### config.mk
export PLATFORM = sky130hd
export DESIGN_NAME = cp_dma_block_engine
export DESIGN_NICKNAME = d
export VERILOG_FILES = /design/src/rtl/cp_dma_block_engine.sv
export SDC_FILE = /design/constraint.sdc
export NUM_CORES = 2
export LEC_CHECK = 0
export CAP_MARGIN = 15
export CORE_UTILIZATION = 35
export DETAILED_ROUTE_END_ITERATION = 10
export PLACE_DENSITY = 0.54
export SLEW_MARGIN = 10
export SYNTH_ARGS = -nofsm -noshare
export SYNTH_HDL_FRONTEND = slang
export SYNTH_SLANG_ARGS = --single-unit
export TNS_END_PERCENT = 50
### constraint.sdc
create_clock -name clk -period 5.5 [get_ports clk]
set_input_delay 0.825 -clock clk [delete_from_list [all_inputs] [get_ports clk]]
set_output_delay 0.825 -clock clk [all_outputs]
set_load 0.02 [all_outputs]
### src/rtl/cp_dma_block_engine.sv
// Coprocessor DMA wrapper: reads LEN words from SRC, runs them through a block engine in chunks, writes to DST.
// Optional feature macro: CP_DMA_CYCLE_COUNT_EN adds a saturating busy-cycle counter at register 4.
module cp_dma_block_engine #(
    parameter int unsigned BLOCK_WORDS = 4,
    parameter int unsigned BUF_BLOCKS  = 16,
    parameter int unsigned LEN_W       = 16,
    parameter int unsigned ADDR_STEP   = 4
) (
    input  logic                       clk,
    input  logic                       reset_n,
    input  logic                       we_cpu,
    input  logic [2:0]                 addr_cpu,
    input  logic [31:0]                wrData_cpu,
    output logic [31:0]                rdData_cpu,
    output logic                       HOLD,
    input  logic                       HOLD_ACK,
    output logic                       we_dma,
    output logic [31:0]                addr_dma,
    input  logic [31:0]                dma_rd_data,
    output logic [31:0]                dma_wr_data,
    output logic                       eng_start,
    output logic [32*BLOCK_WORDS-1:0]  eng_block,
    output logic [31:0]                eng_mode,
    input  logic                       eng_done,
    input  logic [32*BLOCK_WORDS-1:0]  eng_result,
    output logic                       INT
);

    localparam int unsigned BUF_WORDS = BUF_BLOCKS * BLOCK_WORDS;
    localparam int unsigned CNT_W     = $clog2(BUF_WORDS + 1);
    localparam int unsigned BLK_AW    = $clog2(BUF_BLOCKS);
    localparam int unsigned ENG_W     = 32 * BLOCK_WORDS;
    localparam int unsigned ENG_AW    = $clog2(ENG_W);

    typedef enum logic [2:0] {
        S_IDLE, S_RREQ, S_RD, S_PAD, S_PROC, S_WREQ, S_WR, S_NEXT
    } state_t;

    state_t             r_state, w_next;
    logic               r_int, r_go, r_busy, r_err, r_int_en;
    logic [LEN_W-1:0]   r_len, r_rem;
    logic [31:0]        r_src, r_dst, r_mode;
    logic [31:0]        r_src_ptr, r_dst_ptr, r_addr;
    logic [CNT_W-1:0]   r_chunk, r_nwords, r_cnt;
    logic [BLK_AW-1:0]  r_blk;
    logic               r_wait, r_eng_start;
    logic [ENG_W-1:0]   r_eng_block;
    logic [ENG_W-1:0]   r_buf [BUF_BLOCKS];

    logic               w_wr_ctrl, w_len_zero, w_go_req, w_go_ok, w_go_zero, w_done;
    logic               w_hold, w_we;
    logic [CNT_W-1:0]   w_chunk, w_nwords;
    logic [BLK_AW-1:0]  w_wblk, w_last_blk;
    logic [ENG_AW-1:0]  w_wsel;
    logic [31:0]        w_chunk_bytes, w_cycles;

    // CPU register decode
    assign w_wr_ctrl  = we_cpu && (addr_cpu == 3'd0);
    assign w_len_zero = (wrData_cpu[LEN_W-1:0] == '0);
    assign w_go_req   = w_wr_ctrl && wrData_cpu[30] && !r_busy;
    assign w_go_ok    = w_go_req && !w_len_zero;
    assign w_go_zero  = w_go_req && w_len_zero;
    assign w_done     = (r_state == S_NEXT) && (r_rem == LEN_W'(r_chunk));

    // Chunk sizing and buffer word addressing
    assign w_chunk       = (r_rem > LEN_W'(BUF_WORDS)) ? CNT_W'(BUF_WORDS) : CNT_W'(r_rem);
    assign w_nwords      = CNT_W'(((32'(w_chunk) + 32'(BLOCK_WORDS) - 32'd1) / 32'(BLOCK_WORDS))
                                  * 32'(BLOCK_WORDS));
    assign w_last_blk    = BLK_AW'((r_nwords / CNT_W'(BLOCK_WORDS)) - CNT_W'(1));
    assign w_wblk        = BLK_AW'(r_cnt / CNT_W'(BLOCK_WORDS));
    assign w_wsel        = ENG_AW'(32'd32 * 32'(r_cnt % CNT_W'(BLOCK_WORDS)));
    assign w_chunk_bytes = 32'(r_chunk) * 32'(ADDR_STEP);

    always_ff @(posedge clk or negedge reset_n) begin
        if (!reset_n) begin
            r_int    <= 1'b0;
            r_go     <= 1'b0;
            r_busy   <= 1'b0;
            r_err    <= 1'b0;
            r_int_en <= 1'b0;
            r_len    <= '0;
            r_src    <= '0;
            r_dst    <= '0;
            r_mode   <= '0;
        end else begin
            r_go <= w_go_ok;
            // hardware set of int beats a simultaneous W1C
            if (w_done || w_go_zero) begin
                r_int <= 1'b1;
            end else if (w_wr_ctrl && wrData_cpu[31]) begin
                r_int <= 1'b0;
            end
            if (w_go_ok) begin
                r_busy <= 1'b1;
            end else if (w_done) begin
                r_busy <= 1'b0;
            end
            if (w_go_zero) begin
                r_err <= 1'b1;
            end else if (w_go_ok) begin
                r_err <= 1'b0;
            end
            if (w_wr_ctrl) begin
                r_int_en <= wrData_cpu[27];
            end
            if (we_cpu && !r_busy) begin
                case (addr_cpu)
                    3'd0:    r_len  <= wrData_cpu[LEN_W-1:0];
                    3'd1:    r_src  <= wrData_cpu;
                    3'd2:    r_dst  <= wrData_cpu;
                    3'd3:    r_mode <= wrData_cpu;
                    default: ;
                endcase
            end
        end
    end

    always_ff @(posedge clk or negedge reset_n) begin
        if (!reset_n) begin
            r_state <= S_IDLE;
        end else begin
            r_state <= w_next;
        end
    end

    always_comb begin
        w_next = r_state;
        w_hold = 1'b0;
        w_we   = 1'b0;
        case (r_state)
            S_IDLE: if (r_go) w_next = S_RREQ;
            S_RREQ: begin
                w_hold = 1'b1;
                w_next = S_RD;
            end
            S_RD: begin
                w_hold = 1'b1;
                if (HOLD_ACK && (r_cnt == r_chunk - CNT_W'(1))) w_next = S_PAD;
            end
            S_PAD:  if (r_cnt == r_nwords) w_next = S_PROC;
            S_PROC: if (r_wait && eng_done && (r_blk == w_last_blk)) w_next = S_WREQ;
            S_WREQ: begin
                w_hold = 1'b1;
                w_next = S_WR;
            end
            S_WR: begin
                w_hold = 1'b1;
                w_we   = HOLD_ACK;
                if (HOLD_ACK && (r_cnt == r_nwords - CNT_W'(1))) w_next = S_NEXT;
            end
            S_NEXT:  w_next = w_done ? S_IDLE : S_RREQ;
            default: w_next = S_IDLE;
        endcase
    end

    // Transfer datapath: pointers, counters, engine handshake
    always_ff @(posedge clk or negedge reset_n) begin
        if (!reset_n) begin
            r_src_ptr   <= '0;
            r_dst_ptr   <= '0;
            r_addr      <= '0;
            r_rem       <= '0;
            r_chunk     <= '0;
            r_nwords    <= '0;
            r_cnt       <= '0;
            r_blk       <= '0;
            r_wait      <= 1'b0;
            r_eng_start <= 1'b0;
            r_eng_block <= '0;
        end else begin
            r_eng_start <= 1'b0;
            case (r_state)
                S_IDLE: if (r_go) begin
                    r_src_ptr <= r_src;
                    r_dst_ptr <= r_dst;
                    r_rem     <= r_len;
                end
                S_RREQ: begin
                    r_addr   <= r_src_ptr;
                    r_chunk  <= w_chunk;
                    r_nwords <= w_nwords;
                    r_cnt    <= '0;
                    r_blk    <= '0;
                    r_wait   <= 1'b0;
                end
                S_RD, S_WR: if (HOLD_ACK) begin
                    r_addr <= r_addr + 32'(ADDR_STEP);
                    r_cnt  <= r_cnt + CNT_W'(1);
                end
                S_PAD: if (r_cnt != r_nwords) r_cnt <= r_cnt + CNT_W'(1);
                S_PROC: begin
                    if (!r_wait) begin
                        r_eng_start <= 1'b1;
                        r_eng_block <= r_buf[r_blk];
                        r_wait      <= 1'b1;
                    end else if (eng_done) begin
                        r_wait <= 1'b0;
                        r_blk  <= r_blk + BLK_AW'(1);
                    end
                end
                S_WREQ: begin
                    r_addr <= r_dst_ptr;
                    r_cnt  <= '0;
                end
                S_NEXT: begin
                    r_rem     <= r_rem - LEN_W'(r_chunk);
                    r_src_ptr <= r_src_ptr + w_chunk_bytes;
                    r_dst_ptr <= r_dst_ptr + w_chunk_bytes;
                end
                default: ;
            endcase
        end
    end

    // Block buffer has no reset: contents are don't-care until filled by a read phase
    always_ff @(posedge clk) begin
        if ((r_state == S_RD) && HOLD_ACK) begin
            r_buf[w_wblk][w_wsel +: 32] <= dma_rd_data;
        end else if ((r_state == S_PAD) && (r_cnt != r_nwords)) begin
            r_buf[w_wblk][w_wsel +: 32] <= '0;
        end else if ((r_state == S_PROC) && r_wait && eng_done) begin
            r_buf[r_blk] <= eng_result;
        end
    end

`ifdef CP_DMA_CYCLE_COUNT_EN
    logic [31:0] r_cycles;

    always_ff @(posedge clk or negedge reset_n) begin
        if (!reset_n) begin
            r_cycles <= '0;
        end else if (w_go_ok) begin
            r_cycles <= '0;
        end else if (r_busy && (r_cycles != 32'hFFFF_FFFF)) begin
            r_cycles <= r_cycles + 32'd1;
        end
    end

    assign w_cycles = r_cycles;
`else
    assign w_cycles = '0;
`endif

    always_comb begin
        rdData_cpu = '0;
        case (addr_cpu)
            3'd0:    rdData_cpu = {r_int, r_go, r_busy, r_err, r_int_en, {(27-LEN_W){1'b0}}, r_len};
            3'd1:    rdData_cpu = r_src;
            3'd2:    rdData_cpu = r_dst;
            3'd3:    rdData_cpu = r_mode;
            3'd4:    rdData_cpu = w_cycles;
            default: rdData_cpu = '0;
        endcase
    end

    assign HOLD        = w_hold;
    assign we_dma      = w_we;
    assign addr_dma    = r_addr;
    assign dma_wr_data = (r_state == S_WR) ? r_buf[w_wblk][w_wsel +: 32] : 32'h0;
    assign eng_start   = r_eng_start;
    assign eng_block   = r_eng_block;
    assign eng_mode    = r_mode;
    assign INT         = r_int & r_int_en;

endmodule
Yosys cells after proc, flatten, opt, wreduce, memory -nomap -nowiden
Memory sizes are Yosys's and may differ from the RTL's. A register that Yosys moved wholly into a read port is not among the register bits.
Cells that the tools add are included.
{"block": "op_classes", "addsub": 12, "magnitude_cmp": 1, "n_eq_ne": 25, "shifts": 4, "muxes": 177, "bitwise": 130, "n_reduce_logical": 44}
{"operator": "2-to-1 mux 128 bit", "n": 4}
{"operator": "2-to-1 mux 1 bit", "n": 148}
{"operator": "2-to-1 mux 32 bit", "n": 4}
{"operator": "bitwise OR 1 bit", "n": 128}
{"operator": "case mux 32 bit (2 select lines)", "n": 2}
{"operator": "case mux 32 bit (4 select lines)", "n": 1}
{"operator": "OR reduction 128 bit", "n": 1}
{"operator": "variable shift 32 x 9 -> 128 bit (first input constant)", "n": 1}
{"operator": "variable part select 128 x 8 -> 32 bit", "n": 1}
{"operator": "variable part select 32 x 9 -> 128 bit", "n": 1}
{"operator": "variable part select 32 x 9 -> 128 bit (first input constant)", "n": 1}
{"operator": "case mux 32 bit (3 select lines)", "n": 1}
{"operator": "adder 32 x 9 -> 32 bit", "n": 2}
{"operator": "adder 32 x 3 -> 32 bit (second input constant)", "n": 1}
{"operator": "case mux 16 bit (2 select lines)", "n": 1}
{"operator": "case mux 3 bit (8 select lines)", "n": 1}
{"operator": "equality test 7 bit", "n": 3}
{"operator": "2-to-1 mux 7 bit", "n": 3}
{"operator": "case mux 7 bit (3 select lines)", "n": 1}
{"operator": "subtractor 7 x 1 -> 7 bit (second input constant)", "n": 3}
{"operator": "equality test 16 x 7 -> 1 bit", "n": 1}
{"operator": "> comparator 16 x 7 -> 1 bit (second input constant)", "n": 1}
{"operator": "logical AND 1 bit", "n": 16}
{"operator": "zero test 16 bit", "n": 1}
{"operator": "other kinds (30)", "n": 66}
{"block": "word_totals", "regBits": 257, "ram_bits": 2048, "inputBits": 200, "out_inout_bits": 260, "wordCells": 414, "n_memories": 1}
{"memory": "r_buf", "words": 16, "width": 128, "rd": 2, "rd_clocked_by_memory_dff": 1, "wr": 1, "line_no": "48", "source": "logic [ENG_W-1:0] r_buf [BUF_BLOCKS];"}

Depth between registers and ports, before layout
{"block": "depth", "depth_word": 9, "depth_mapped": 11, "ltp_nobuf": 10}

Worst setup path before layout
Ideal clock, no wire load.
{"block": "synth_path", "path_kind": "register -> register", "start": "register r_cnt[0]", "end": "memory r_buf[14][100] (netlist name), enable pin", "setup_ns": 0.421, "t_arrival_ns": 3.418, "t_required_ns": 5.079, "slack_ns": 1.661, "path_stages_with_launch": 9, "path_buffers": 2, "synth_period_minus_slack_ns": 3.839, "cell_sequence": "dfrtp_1 -> clkbuf_1 -> clkinv_1 -> ha_1 -> a311oi_1 -> o21bai_1 -> a21oi_1 -> clkbuf_1 -> nor2_1"}
{"block": "synth_between", "elab_chain_len": 7, "word_cells_on_any_way": 15, "cone_classes": "add/sub: 1; eq/ne: 1; shift: 1; mux: 9; bitwise: 1; reduce/logical: 2"}
{"element": "from (decl)", "line_no": "44", "source": "logic [CNT_W-1:0] r_chunk, r_nwords, r_cnt;"}
{"element": "from (signal assigned)", "line_no": "188", "source": "r_cnt <= r_cnt + CNT_W'(1);"}
{"element": "from (signal assigned)", "line_no": "190", "source": "S_PAD: if (r_cnt != r_nwords) r_cnt <= r_cnt + CNT_W'(1);"}
{"element": "parallel branches: the longest is 7 deep, another holds negator 7 -> 9 bit"}
{"element": "to (decl)", "line_no": "48"}
Several ways; the timed one is not identified.

Final worst setup path
{"block": "layout_path", "start": "register r_cnt[3]", "end": "output dma_wr_data[27]"}
{"block": "layout_between", "elab_chain_len": 3}
{"element": "memory (16 x 128 bit)"}
{"element": "variable part select 128 x 8 -> 32 bit", "line_no": "259", "source": "assign dma_wr_data = (r_state == S_WR) ? r_buf[w_wblk][w_wsel +: 32] : 32'h0;"}
{"element": "2-to-1 mux 32 bit", "line_no": "259"}
{"element": "to (decl)", "line_no": "20", "source": "output logic [31:0] dma_wr_data,"}
Every way passes these cells.

==> metrics.md <==
| Metric | Value |
|---|---|
| Status | `finished clean` |
| Initial antenna violation count | `29` |
| Synthesized flop and latch total | `2433` |
| Nets | `between 7000 and 8000` |
| RSZ-0062 raised after global routing | `no` |
| Tmin final | `roughly 5.4 ns` |
| First drt pass iteration count | `6` |
| Critical path origin | `r_cnt[3]` |
| Gr ovfl total | `0` |
| Hold Path Class | `register to register` |
| Vias | `71900` |
| 1st-iter DRT viols | `approximately 9000` |
| CP required | `4.68 ns` |
| Clock Sinks | `2433` |
| R2r setup slk | `between 1 and 1.5 ns` |
| Global route hottest layer | `met2` |
| Peak Freq | `0.186 GHz` |
| Total Routing Usage GR | `25.2%` |
| Setup violations, final | `0` |
| CP max-delay cell | `dfrtp_4` |
| Critical path data arrival time | `4.56 ns` |
| Final Util | `41.8%` |
| P&R area growth vs syn | `18.7%` |
| GR Layer Usage met1 | `33.1%` |
| Placed Cells incl. Taps | `11100` |
| Gate Count Post-Synth | `roughly 6500` |
| Hold path cells | `2` |
| Setup TNS | `0 ns` |
| Worst VDD drop | `roughly 0.0003 V` |
| Synth Warn # | `0` |
| Placed Area | `125000 µm²` |
| Routed WL per cell | `roughly 36 µm` |
| H-tree Lvls | `5` |
| CTS root buf | `clkbuf_16` |
| Total wire length | `416000 µm` |
| Post-Syn Area | `113000 µm²` |
| Tot Pwr | `between 50 and 60 mW` |
| Largest net degree at the start of global routing | `101` |
| Worst Skew | `about 0.085 ns` |
| CTS Buffer Depth | `4` |
| Hpwl dp | `258000 µm` |
| Placer Congestion | `0.876` |
| Worst r2r src | `r_cnt[5]` |
| Vias in the first global route | `just over 70000` |
| Synth cell types | `70` |
| First-pass GRT wire length | `573000 µm` |
| Critical path startpoint category | `register` |
| CORE AREA | `between 300000 and 400000 µm²` |
| Most numerous cell in the Yosys netlist | `edfxtp_1` |
| Detail Route Antenna Nets | `0` |
| Worst skew pair latency | `approximately 0.94 ns` |
| Post-synth EDFFs | `2048` |
| Vias per inst | `6.20` |
| Tcrit/Tclk final | `roughly 98%` |
| Crit Path Category | `register to primary output` |
| Worst slew pin tran | `1.33 ns` |
| Async SR Flop Fraction | `15.8%` |
| Worst Path Max Fanout | `27` |
| Clk slew on worst S/H paths | `0.06 ns` |
| Global routing usage on met2 | `39.3%` |
| Max-slew violations | `0` |
| Crit-path leading delay family | `multiplexers` |
| Final hold vios | `0` |
| TritonCTS clock tree | `yes` |
| Io pins | `between 400 and 500` |
| CTS buffer count | `277` |
| Cell Chain, Critical Path | `buf_12, buf_4, mux4_2, mux4_2, a22oi_1, nand2_1, buf_4` |
| DRC Markers | `0` |
| Cells on worst reg2reg path | `8` |
| Initial cell density of the core | `35.2%` |
| Hold Path End | `r_dst_ptr[1]` |
| Number of buffers and inverters on the critical path | `3` |
| Design Area, Final | `134000 µm²` |
| IO Port Bufs | `around 460` |
| PwrDens | `426 nW/µm²` |
| Die height | `570 µm` |
| Cell taking the most area after synthesis | `edfxtp_1` |
| Die span in x | `between 500 and 600 µm` |
| Final Non-Filler Cells | `11600` |
| FP Rows | `about 210` |
| Endpoint type of the worst setup path | `primary output` |
| Worst reg2reg endpoint | `r_buf[1][105]` |
| Die area | `325000 µm²` |
| Fill count | `approximately 28000` |
| Fraction of layout cells with a size suffix above 1 | `27.3%` |
| Mean Syn Cell Area | `17.3 µm²` |
| Max cap viols | `0` |
| Pleak | `43.1 nW` |
| Most frequent cells after synthesis | `edfxtp_1 (2048), mux4_2 (1006), nand2_1 (468)` |
| Hold Path Origin | `r_dst_ptr[1]` |
| Worst relative slew slack | `11.4%` |
| Syn nets | `6761` |
| Yosys top cell area share | `54.5%` |
| Area contributors post-synth | `edfxtp_1 (54%), mux4_2 (20%), dfrtp_1 (8.5%)` |
| CP peak stage delay | `just under 0.9 ns` |
| Ys flop type | `edfxtp_1` |
| Post-synthesis sequential area ratio | `63.0%` |
| Met3 Track Usage GR | `5.09%` |
-- state kept, by name, indices dropped and copies added (netlist names), 32 cells and up --
| signal | cells |
|---|---|
| eng_mode | 32 |
| eng_block | 128 |
| addr_dma | 32 |
| r_src | 32 |
| r_dst_ptr | 32 |
| r_src_ptr | 32 |
| r_buf | 2048 |
| r_dst | 32 |
-- final cells by class --
class	count	area, µm²	area share (%)
Antenna cell	36	90.1	0.0672
Sequential cell	2433	71200	53.1
Inverter	35	141	0.105
Clock inverter	133	1510	1.13
Timing Repair Buffer	738	7970	5.94
Clock buffer	363	7450	5.55
Multi-Input combinational cell	3548	40400	30.1
Tap cell	4305	5390	4.02
-- metal layers --
metal	routed length (µm)	vias to the layer above
met5	0	-
met4	24600	0
met3	39200	771
met2	193000	4116
met1	159000	38500
li1	-	28500
-- stage by stage --
step | worst slack (ns) | hold slack [ns]
floorplan | 1.66 | 0.438
global placement | 0.536 | 0.460
detailed placement | 0.546 | 0.460
CTS | 0.0336 | 0.472
global route | 0.0379 | 0.502
finish | 0.120 | 0.477
-- worst min-delay path, delay by kind of cell, from the launching register on --
kind	cells	cell delay, ns
flip-flops	1	0.34
AND/OR/NAND/NOR	2	0.10
-- kinds of logic (layout without fill, tap and decap cells) --
kind of cell | Yosys count | after routing | synth area share (%)
xor gates and xnor gates | 50 | 50 | 0.388
other | 0 | 36 | 0
adders and majority gates | 33 | 33 | 0.386
and+or+nand+nor | 939 | 939 | 3.67
muxes | 1395 | 1395 | 23.7
buffers and inverters | 547 | 1269 | 1.88
DFF | 2433 | 2433 | 63.0
AOI/OAI and AO/OA | 1131 | 1131 | 7.01
-- cells in the final DEF (no fill, tap or decap), types with 22 or more instances in the layout --
cell type | synthesis | layout
edfxtp_1 | 2048 | 2048
mux4_2 | 1006 | 1006
nand2_1 | 468 | 464
clkdlybuf4s50_1 | 0 | 430
dfrtp_1 | 385 | 378
o21ai_0 | 352 | 352
clkbuf_16 | 0 | 279
o221ai_1 | 258 | 258
mux2i_1 | 256 | 256
buf_4 | 0 | 196
a22o_1 | 135 | 135
mux2_2 | 133 | 133
nor2_1 | 201 | 132
buf_12 | 0 | 107
a22oi_1 | 101 | 101
clkbuf_1 | 362 | 69
a21oi_1 | 74 | 66
nor2_4 | 0 | 65
nand3_1 | 65 | 64
clkinv_2 | 0 | 41
o22ai_1 | 40 | 40
a211oi_1 | 40 | 39
a31oi_1 | 37 | 37
diode_2 | 0 | 36
and3_1 | 34 | 34
nor3_1 | 39 | 33
inv_1 | 33 | 32
ha_1 | 30 | 30
clkinv_1 | 1 | 27
xnor2_1 | 27 | 27
xor2_1 | 23 | 23
bufinv_16 | 0 | 22
-- timing repair --
| action | 4_1_cts | 5_1_grt |
|---|---|---|
| setup buffers | 5 | 1 |
| hold buffers | 1 | 0 |
| setup endpoints to repair | 4 | 1 |
| cloned | 0 | 0 |
| gates resized for setup | 2 | 0 |
| hold endpoints to repair | 77 | 0 |
-- worst max path at each step --
stage | to | slack (ns) | depth (start not counted)
detailed placement | dma_wr_data[23] | 0.55 | 8
CTS | dma_wr_data[20] | 0.03 | 7
global route | dma_wr_data[27] | 0.04 | 8
floorplan | r_buf[14][100] | 1.66 | 8
finish | dma_wr_data[27] | 0.12 | 7
global placement | dma_wr_data[23] | 0.54 | 8
-- power breakdown --
group	internal, mW	switching (mW)
Clock	10.7	7.92
Sequential	22.0	0.404
Combinational	6.20	9.89
Total	38.8	18.2
Power figures use the tool's default switching activity.
